### config.mk
export PLATFORM = sky130hd
export DESIGN_NAME = base_tag_alloc
export DESIGN_NICKNAME = d
export VERILOG_FILES = /design/src/rtl/base_tag_alloc.sv
export SDC_FILE = /design/constraint.sdc
export NUM_CORES = 1
export LEC_CHECK = 0
export ABC_AREA = 1
export CORE_AREA = 4 4 41 43
export CTS_CLUSTER_SIZE = 20
export DETAILED_ROUTE_END_ITERATION = 10
export DIE_AREA = 0 0 45 47
export GPL_TIMING_DRIVEN = 0
export PLACE_DENSITY = 0.69
export SYNTH_ARGS = -nofsm -noshare
export SYNTH_HDL_FRONTEND = slang
export SYNTH_SLANG_ARGS = --single-unit
### constraint.sdc
create_clock -name clk -period 1.8 [get_ports clk]
set_input_delay 0.54 -clock clk [delete_from_list [all_inputs] [get_ports clk]]
set_output_delay 0.54 -clock clk [all_outputs]
set_load 0.03 [all_outputs]
### src/rtl/base_tag_alloc.sv
// base_tag_alloc: free-bitmap tag allocator presenting the lowest free tag.
// Define BASE_TAG_ALLOC_CHK_EN to build the sticky protocol error check.
module base_tag_alloc #(
  parameter int a_width    = 2,
  parameter int depth      = 1 << a_width,
  parameter int free_ports = 1
) (
  input  logic                          clk,
  input  logic                          reset,
  output logic                          o_alloc_v,
  output logic [a_width-1:0]            o_alloc_a,
  input  logic                          i_alloc_take,
  input  logic [free_ports-1:0]         i_free_v,
  input  logic [a_width*free_ports-1:0] i_free_a,
  output logic [a_width:0]              o_free_cnt,
  output logic                          o_err
);

  logic [depth-1:0]   fbits;
  logic [depth-1:0]   fbits_in;
  logic [depth-1:0]   take_dec;
  logic [depth-1:0]   free_dec;
  logic [depth-1:0]   pdec [free_ports];
  logic               take;
  logic               alloc_v;
  logic [a_width-1:0] alloc_a;
  logic [a_width:0]   free_cnt;
  logic               alloc_v_nxt;
  logic [a_width-1:0] alloc_a_nxt;
  logic [a_width:0]   free_cnt_nxt;

  assign take = i_alloc_take & alloc_v;

  always_comb begin
    take_dec = '0;
    for (int i = 0; i < depth; i++) begin
      if (take && (alloc_a == a_width'(i))) begin
        take_dec[i] = 1'b1;
      end
    end
  end

  // Out-of-range indices decode to nothing, so they are dropped here.
  always_comb begin
    for (int j = 0; j < free_ports; j++) begin
      pdec[j] = '0;
      for (int i = 0; i < depth; i++) begin
        if (i_free_v[j] &&
            (i_free_a[j*a_width +: a_width] == a_width'(i))) begin
          pdec[j][i] = 1'b1;
        end
      end
    end
  end

  always_comb begin
    free_dec = '0;
    for (int j = 0; j < free_ports; j++) begin
      free_dec = free_dec | pdec[j];
    end
  end

  assign fbits_in = (fbits & ~take_dec) | free_dec;

  always_comb begin
    alloc_v_nxt  = |fbits_in;
    alloc_a_nxt  = '0;
    free_cnt_nxt = '0;
    for (int i = depth - 1; i >= 0; i--) begin
      if (fbits_in[i]) begin
        alloc_a_nxt = a_width'(i);
      end
    end
    for (int i = 0; i < depth; i++) begin
      free_cnt_nxt = free_cnt_nxt + {{a_width{1'b0}}, fbits_in[i]};
    end
  end

  always_ff @(posedge clk or negedge reset) begin
    if (!reset) begin
      fbits    <= '1;
      alloc_v  <= 1'b1;
      alloc_a  <= '0;
      free_cnt <= (a_width+1)'(depth);
    end else begin
      fbits    <= fbits_in;
      alloc_v  <= alloc_v_nxt;
      alloc_a  <= alloc_a_nxt;
      free_cnt <= free_cnt_nxt;
    end
  end

  assign o_alloc_v  = alloc_v;
  assign o_alloc_a  = alloc_a;
  assign o_free_cnt = free_cnt;

`ifdef BASE_TAG_ALLOC_CHK_EN
  logic err_q;
  logic err_hit;

  // Double free, free of the tag being taken, or two ports on one tag.
  always_comb begin
    err_hit = 1'b0;
    for (int j = 0; j < free_ports; j++) begin
      if (|(pdec[j] & fbits)) begin
        err_hit = 1'b1;
      end
      if (|(pdec[j] & take_dec)) begin
        err_hit = 1'b1;
      end
      for (int k = j + 1; k < free_ports; k++) begin
        if (|(pdec[j] & pdec[k])) begin
          err_hit = 1'b1;
        end
      end
    end
  end

  always_ff @(posedge clk or negedge reset) begin
    if (!reset) begin
      err_q <= 1'b0;
    end else if (err_hit) begin
      err_q <= 1'b1;
    end
  end

  assign o_err = err_q;
`else
  assign o_err = 1'b0;
`endif

endmodule

Word-level counts from Yosys, hierarchy flattened
Index checks and enable logic that the tools add are counted.
{"block": "word_totals", "input_bits": 6, "reg_bits": 10, "out_inout_bits": 7}
{"block": "op_classes", "reduce_logical": 11, "bitwise_logic": 4, "n_eq_ne": 6, "add_sub_neg": 3, "muxes": 12}
{"operator": "$eq A2 B2 Y1 const B", "count": 4}
{"operator": "$logic_and A1 B1 Y1", "count": 8}
{"operator": "$mux W1", "count": 8}
{"operator": "$mux W2", "count": 4}
{"operator": "$and A4 B4 Y4", "count": 1}
{"operator": "$eq A2 B1 Y1 const B", "count": 2}
{"operator": "$logic_not A2 Y1", "count": 2}
{"operator": "$not A4 Y4", "count": 1}
{"operator": "$or A4 B4 Y4", "count": 1}
{"operator": "$reduce_or A4 Y1", "count": 1}
{"operator": "$add A2 B1 Y3", "count": 1}
{"operator": "$add A3 B1 Y3", "count": 1}
{"operator": "$add A1 B1 Y2", "count": 1}
{"operator": "$and A1 B1 Y1", "count": 1}

Logic depth before layout (Yosys ltp)
Gate-level depths: netlist of the first run.
{"block": "depth", "ltp_word": 10, "depth_mapped": 8, "ltp_nobuf": 8}

Worst setup path after synthesis of the first run
No wires, ideal clock.
{"block": "synth_timing", "path_kind": "reg2reg", "startpoint": "register alloc_v (netlist: o_alloc_v)", "endpoint": "register free_cnt[1] (netlist: o_free_cnt[1])", "stages_incl_launch_ff": 9, "setup_slack_ns": -0.338, "t_required_ns": 1.674, "t_arrival_ns": 2.012, "cell_sequence": "dfstp_2 > nand2_1 > clkinv_1 > nand3_1 > a21oi_2 > inv_1 > fa_1 > ha_1 > ha_1"}
{"block": "synth_via", "elab_chain_len": 9, "word_cells_on_any_way": 15}
{"item": "start: declaration", "line_no": "25", "source": "logic alloc_v;"}
{"item": "start signal: assignment", "line_no": "87", "source": "alloc_v <= alloc_v_nxt;"}
{"item": "$and A1 B1 Y1", "line_no": "32", "source": "assign take = i_alloc_take & alloc_v;"}
{"item": "$logic_and A1 B1 Y1", "line_no": "37", "source": "if (take && (alloc_a == a_width'(i))) begin"}
{"item": "$mux W1", "line_no": "37"}
{"item": "$not A4 Y4", "line_no": "63", "source": "assign fbits_in = (fbits & ~take_dec) | free_dec;"}
{"item": "$and A4 B4 Y4", "line_no": "63"}
{"item": "$or A4 B4 Y4", "line_no": "63"}
{"item": "net fbits_in[1]", "line_no": "20", "source": "logic [depth-1:0] fbits_in;"}
{"item": "$add A1 B1 Y2", "line_no": "75", "source": "free_cnt_nxt = free_cnt_nxt + {{a_width{1'b0}}, fbits_in[i]};"}
{"item": "$add A2 B1 Y3", "line_no": "75"}
{"item": "$add A3 B1 Y3", "line_no": "75"}
{"item": "net free_cnt_nxt[1]", "line_no": "30", "source": "logic [a_width:0] free_cnt_nxt;"}
{"item": "end signal: assignment", "line_no": "84", "source": "free_cnt <= (a_width+1)'(depth);"}
{"item": "end signal: assignment", "line_no": "89", "source": "free_cnt <= free_cnt_nxt;"}
{"item": "end: declaration", "line_no": "27", "source": "logic [a_width:0] free_cnt;"}
The timed path passes the listed nets, and every way through them passes these cells.

Final worst setup path of the first run
{"block": "layout_timing", "startpoint": "register alloc_v (netlist: o_alloc_v)", "endpoint": "register fbits[1]"}
{"block": "layout_via", "elab_chain_len": 6}
{"item": "$and A1 B1 Y1", "line_no": "32"}
{"item": "$logic_and A1 B1 Y1", "line_no": "37"}
{"item": "$mux W1", "line_no": "37"}
{"item": "$not A4 Y4", "line_no": "63"}
{"item": "$and A4 B4 Y4", "line_no": "63"}
{"item": "$or A4 B4 Y4", "line_no": "63"}
{"item": "net fbits_in[1]", "line_no": "20"}
{"item": "end signal: assignment", "line_no": "86", "source": "fbits <= fbits_in;"}
{"item": "end: declaration", "line_no": "19", "source": "logic [depth-1:0] fbits;"}
The timed path passes the listed nets, and every way through them passes these cells.

==> impl_metrics.toml, run 1 <==
[logic_synthesis]
ys_ff_latch = 10
ys_dominant_reg_cell = "dfstp_2"
syn_area_um2 = 484.2
syn_inst = 47
async_flop_share_pct = 100.0
synth_top_area_share_pct = 32.56
ys_seq_area_share_pct = 53.23
synth_area_leader_cell = "dfstp_2"
yosysMostFrequentCell = "nand2_1"
synthTopCellsByCount = "nand2_1, dfstp_2, dfrtp_1, nor2_1"
avgSynthCellArea_um2 = 10.30
syn-num-nets = 57
synth.area.top_cells = "dfstp_2, dfrtp_1, ha_1, nand2_1, fa_1"
synth_edf_count = 0
synthDistinctLibCells = 19
yosysWarnings = 0

[final_layout]
drive_gt1_share_pct = 57.33
layout.cells.non_filler = 90
nNetsFinal = 86
design_area_um2 = 798.3
synthToLayoutAreaGrowth_pct = 64.86
antenna_cells = 0
final_core_util_pct = 61.35

[critical_path]
critPathMaxFanout = 3
r2r-start = "o_alloc_v"
critical_path_class = "flip-flop to flip-flop"
end_kind = "flip-flop"
timing.critical_path.from = "o_alloc_v"
rr_endpoint = "fbits[1]"
critPathLaunchType = "flip-flop"
crit_required_ns = 2.00
rrSetupSlack_ns = -0.17
r2r_cells = 13
crit_end = "fbits[1]"
cp.arrival_ns = 2.17

[route]
drt-total-wl_um = 1068
drcViolationCount = 0
wl_met2_um = 604
vias = 400
detail_route.wl_per_cell_um = 11.87
dr.pass1.iters = 3
viasPerCell = 4.444
dr_wl_met3_um = 61
drt_iter0_markers = 2
ant_nets = 0
top_layer = "met4"
drt-met1-wl_um = 386

[clock_tree]
cts-buffers-inserted = 3
cts.sinks = 10
clock_latency_ns = 0.26
cts_tree = "yes"
cts_hold_buf = 0
clk_pin_slew_ns = 0.07
cts_htree_levels = 1
ctsRootBufferMaster = "clkbuf_4"
clock_path_buffers = 2

[placed_design]
numPortBuffers = 11
gp_congestion = 0.7716
place_inst = 73
placed_area_um2 = 624.3
dpl.hpwl_um = 610.5

[min_path]
hold_class = "primary input to async pin"

[timing]
finalHoldViolCount = 0
max_freq_mhz = 508.2
whs_ns = 0.5766
clock_skew_ns = 0.004277
layout_min_cycle_time_ns = 1.968
setup_viol = 3
rsz0062_at_grt = "true"
setup_tns_ns = -0.3127
period_share_pct = 109.3
fin_ws_ns = -0.1676
drv_slew = 0

[floorplan]
die_w_um = 45
die_y_um = 47
ios = 13
dieArea_um2 = 2115
core_um2 = 1301
fp-row-count = 13
initial_core_util_pct = 37.21

[global_route]
grt_pass1_wl_um = 1766
track_usage_pct = 12.54
grt_pass1_vias = 410
antenna_found_initial = 0
overflow = 0
grt_max_degree = 11

[outcome]
violations = "negative setup slack"
outcome = "finished with violations"

[power_and_ir_drop]
power_density_nw_per_um2 = 1900
peakVddDrop_v = 0.001059
p_leak_nw = 0.3729

[job]
cap_violations = 0
[area by class of cell]
class                   count  area (um^2)
flip-flops and latches     10        257.7
inverters                   7        28.78
plain buffers               1        7.507
multi-input cells          29        251.5
well taps                  15        18.77
clock buffers               4        36.28
repair buffers             24        197.7
fillers                   120        503.0
[cell families (layout without fill, tap and decap cells)]
| logic type | after synthesis | in the layout | share of synthesized area (%) |
|---|---|---|---|
| compound gates | 5 | 5 | 9.044 |
| fa+ha+maj | 4 | 4 | 11.89 |
| buf+inv | 8 | 36 | 6.976 |
| flops | 10 | 10 | 53.23 |
| other cells | 1 | 1 | 0.7745 |
| simple gates | 19 | 19 | 18.09 |
[sequential cells by signal, summed over array words and instances (netlist names)]
signal,flops
fbits,4
o_alloc_a,2
o_alloc_v,1
o_free_cnt,3
[critical path, cell delays in order, from the launching register on]
cell	delay [ns]
dfstp_2	0.55
nand2_4	0.06
inv_4	0.06
nand3_4	0.06
a21oi_4	0.14
inv_2	0.06
buf_4	0.12
buf_4	0.12
buf_4	0.12
buf_4	0.12
buf_4	0.12
buf_4	0.12
buf_4	0.12
buf_4	0.12
[metrics by stage]
| step | setup WS [ns] | total power [mW] |
|---|---|---|
| floorplan | -0.3001 | 0.7930 |
| global placement | -0.7488 | 0.9722 |
| detailed placement | -0.7425 | 0.9920 |
| CTS | -0.1410 | 1.409 |
| global route | -0.2387 | 1.653 |
| finish | -0.1676 | 1.517 |
[worst min-delay path by stage]
stage | from | endpoint | slack, ns | cells after the start
after floorplan | reset | o_alloc_a[0] | 0.24 | 0
after global placement | fbits[0] | fbits[0] | 0.54 | 2
after detailed placement | fbits[0] | fbits[0] | 0.54 | 2
after CTS | reset | o_free_cnt[1] | 0.58 | 1
after global routing | reset | o_free_cnt[1] | 0.59 | 1
final | reset | o_free_cnt[1] | 0.58 | 1
[report_power, final]
| group | switching, mW | internal (mW) |
|---|---|---|
| Sequential | 0.0628 | 0.368 |
| Combinational | 0.448 | 0.440 |
| Clock | 0.0755 | 0.123 |
[placed cells by master (no fill, tap or decap), types with 2 or more instances in the layout]
cell,Yosys,routed
buf_4,1,15
clkbuf_4,0,3
dfrtp_1,4,4
dfstp_2,6,6
dlygate4sd2_1,0,7
ha_4,0,2
inv_1,3,2
inv_2,3,4
nand2_1,10,8
nor2_1,4,4
[routing by layer]
metal | global-route usage [%] | vias to the layer above
li1 | - | 201
met1 | 12.68 | 184
met2 | 23.16 | 12
met3 | 3.448 | 3
met4 | 7.018 | 0
met5 | 0 | -
[timing repair]
item	CTS	global route
gates resized for setup	18	7
pin swaps	7	0
endpoints found under the setup margin	9	4
setup buffers	11	2
No activity file was read; power rests on OpenSTA's default activity.
==> run 2: changes to the inputs <==
--- a/config.mk
+++ b/config.mk
@@ -5,13 +5,13 @@
 export SDC_FILE = /design/constraint.sdc
 export NUM_CORES = 1
 export LEC_CHECK = 0
-export ABC_AREA = 1
+export ABC_AREA = 0
 export CORE_AREA = 4 4 41 43
 export CTS_CLUSTER_SIZE = 20
 export DETAILED_ROUTE_END_ITERATION = 10
 export DIE_AREA = 0 0 45 47
 export GPL_TIMING_DRIVEN = 0
-export PLACE_DENSITY = 0.69
+export PLACE_DENSITY = 0.66
 export SYNTH_ARGS = -nofsm -noshare
 export SYNTH_HDL_FRONTEND = slang
 export SYNTH_SLANG_ARGS = --single-unit
==> constraint.sdc (replaced) <==
create_clock -name clk -period 2.4 [get_ports clk]
set_input_delay 0.72 -clock clk [delete_from_list [all_inputs] [get_ports clk]]
set_output_delay 0.72 -clock clk [all_outputs]
set_load 0.03 [all_outputs]
==> impl_metrics.toml, run 2 <==
[floorplan]
core_um2 = 1301
initial_core_util_pct = 36.15
die_y_um = 47
die_w_um = 45
fp-row-count = 13
ios = 13
dieArea_um2 = 2115

[timing]
finalHoldViolCount = 0
drv_slew = 0
fin_ws_ns = 0.05636
max_freq_mhz = 426.7
whs_ns = 0.5353
layout_min_cycle_time_ns = 2.344
period_share_pct = 97.65
setup_viol = 0
clock_skew_ns = 0.0003584
setup_tns_ns = 0
rsz0062_at_grt = "false"

[clock_tree]
cts_htree_levels = 1
clock_path_buffers = 2
clk_pin_slew_ns = 0.06
cts-buffers-inserted = 3
clock_latency_ns = 0.26
ctsRootBufferMaster = "clkbuf_4"
cts.sinks = 10
cts_tree = "yes"

[placed_design]
dpl.hpwl_um = 681
place_inst = 64
pre_cts_slack_ns = -0.4061
placed_area_um2 = 599.3
numPortBuffers = 11
gp_congestion = 0.7286

[logic_synthesis]
synthTopCellsByCount = "dfstp_2, dfrtp_1, ha_1, nand2_1"
ys_seq_area_share_pct = 54.79
synth_edf_count = 0
synth_area_leader_cell = "dfstp_2"
avgSynthCellArea_um2 = 12.38
ys_dominant_reg_cell = "dfstp_2"
synth.area.top_cells = "dfstp_2, dfrtp_1, ha_1, fa_1, nand4b_1"
ys_ff_latch = 10
syn_area_um2 = 470.5
yosysWarnings = 0
async_flop_share_pct = 100.0
syn_inst = 38
syn-num-nets = 48
synthDistinctLibCells = 22
yosysMostFrequentCell = "dfstp_2"
synth_top_area_share_pct = 33.51

[critical_path]
cpPeakStageDelay_ns = 0.54
critPathMaxFanout = 5
timing.critical_path.from = "i_free_v"
rr_endpoint = "o_free_cnt[1]"
cp_common_cell = "ha_1"
crit_buf_inv = 1
crit_required_ns = 2.55
rrSetupSlack_ns = 0.35
cp.arrival_ns = 2.49
cp_top_family = "adder cells"
end_kind = "flip-flop"
critPathLaunchType = "primary input"
r2r-start = "o_alloc_v"
cp.depth = 6
crit_end = "o_free_cnt[1]"
cpMaxStageDelayCell = "clkdlybuf4s50_1"
r2r_cells = 6
critical_path_class = "primary input to flip-flop"
path_cells = "clkdlybuf4s50_1 > nand2_2 > o2bb2ai_4 > fa_1 > ha_1 > ha_1"

[power_and_ir_drop]
p_leak_nw = 0.3059
peakVddDrop_v = 0.0007312
power_density_nw_per_um2 = 1328
power_mw = 0.9073

[final_layout]
final_common_cell = "clkdlybuf4s50_1"
layout_common_cells = "clkdlybuf4s50_1, dfstp_2, dfrtp_1"
antenna_cells = 0
drive_gt1_share_pct = 40.00
multi_input_area_um2 = 221.5
design_area_um2 = 683.2
seq_area_um2 = 257.7
largest_register = "fbits"
nNetsFinal = 66
final_core_util_pct = 52.50
synthToLayoutAreaGrowth_pct = 45.21
fillers = 118
largest_reg_flops = 4
layout.cells.non_filler = 70

[route]
detail_route.wl_per_cell_um = 12.53
ant_nets = 0
drt-total-wl_um = 877
viasPerCell = 4.843
dr.pass1.iters = 4
vias = 339
drcViolationCount = 0
drt_iter0_markers = 3

[min_path]
hold_class = "flip-flop to flip-flop"

[outcome]
outcome = "finished, final reports clean"

[global_route]
grt_pass1_vias = 345
overflow = 0
track_usage_pct = 10.67
grt_pass1_wl_um = 1497
grt_max_degree = 11
antenna_found_initial = 0

[job]
cap_violations = 0
-- run 2: repair_timing --
item | CTS | global route
hold buffers | 0 | 0
gates resized for setup | 2 | 7
pin swaps | 2 | 0
endpoints found under the setup margin | 2 | 1
buffers inserted | 2 | 0
hold endpoints to repair | 0 | 0
gates cloned | 0 | 0
-- run 2: how the worst min path moves through the flow --
stage | startpoint | to | cells after the start
2_1_floorplan | reset | o_alloc_a[0] | 0
3_3_place_gp | fbits[0] | fbits[0] | 2
3_5_place_dp | fbits[0] | fbits[0] | 2
4_1_cts | fbits[3] | fbits[3] | 1
5_1_grt | fbits[3] | fbits[3] | 1
6_report | fbits[3] | fbits[3] | 1
-- run 2: cell families (layout without fill, tap and decap cells) --
kind of cell / count (synthesis) / after routing / share of synthesized area [%]
AOI/OAI and AO/OA: 10 / 10 / 17.02
DFF: 10 / 10 / 54.79
and+or+nand+nor: 9 / 9 / 10.91
adders and majority gates: 4 / 4 / 12.24
buffers and inverters: 4 / 21 / 4.255
other: 1 / 1 / 0.7971
-- run 2: routing by layer --
metal / share of wire (%) / up-vias / routed length (um) / global-route usage [%]
li1: - / 165 / - / -
met5: 0 / - / 0 / 0
met1: 41 / 167 / 361 / 11.90
met2: 53 / 7 / 467 / 17.51
met4: 0 / 0 / 0 / 8.772
met3: 5.5 / 0 / 48 / 2.299
-- run 2: area by class of cell --
type,instances,area share [%]
sequential,10,37.73
multi-input combinational,24,32.42
timing repair buffer,13,18.86
clock buffer,4,5.311
tap,15,2.747
inverter,3,1.832
buffer,1,1.099
-- run 2: report_power, final --
part           leakage [nW]  switching, mW  internal (mW)
clock                0.0210         0.0564         0.0921
sequential            0.111         0.0491          0.276
combinational         0.174          0.231          0.203
total                 0.306          0.337          0.571
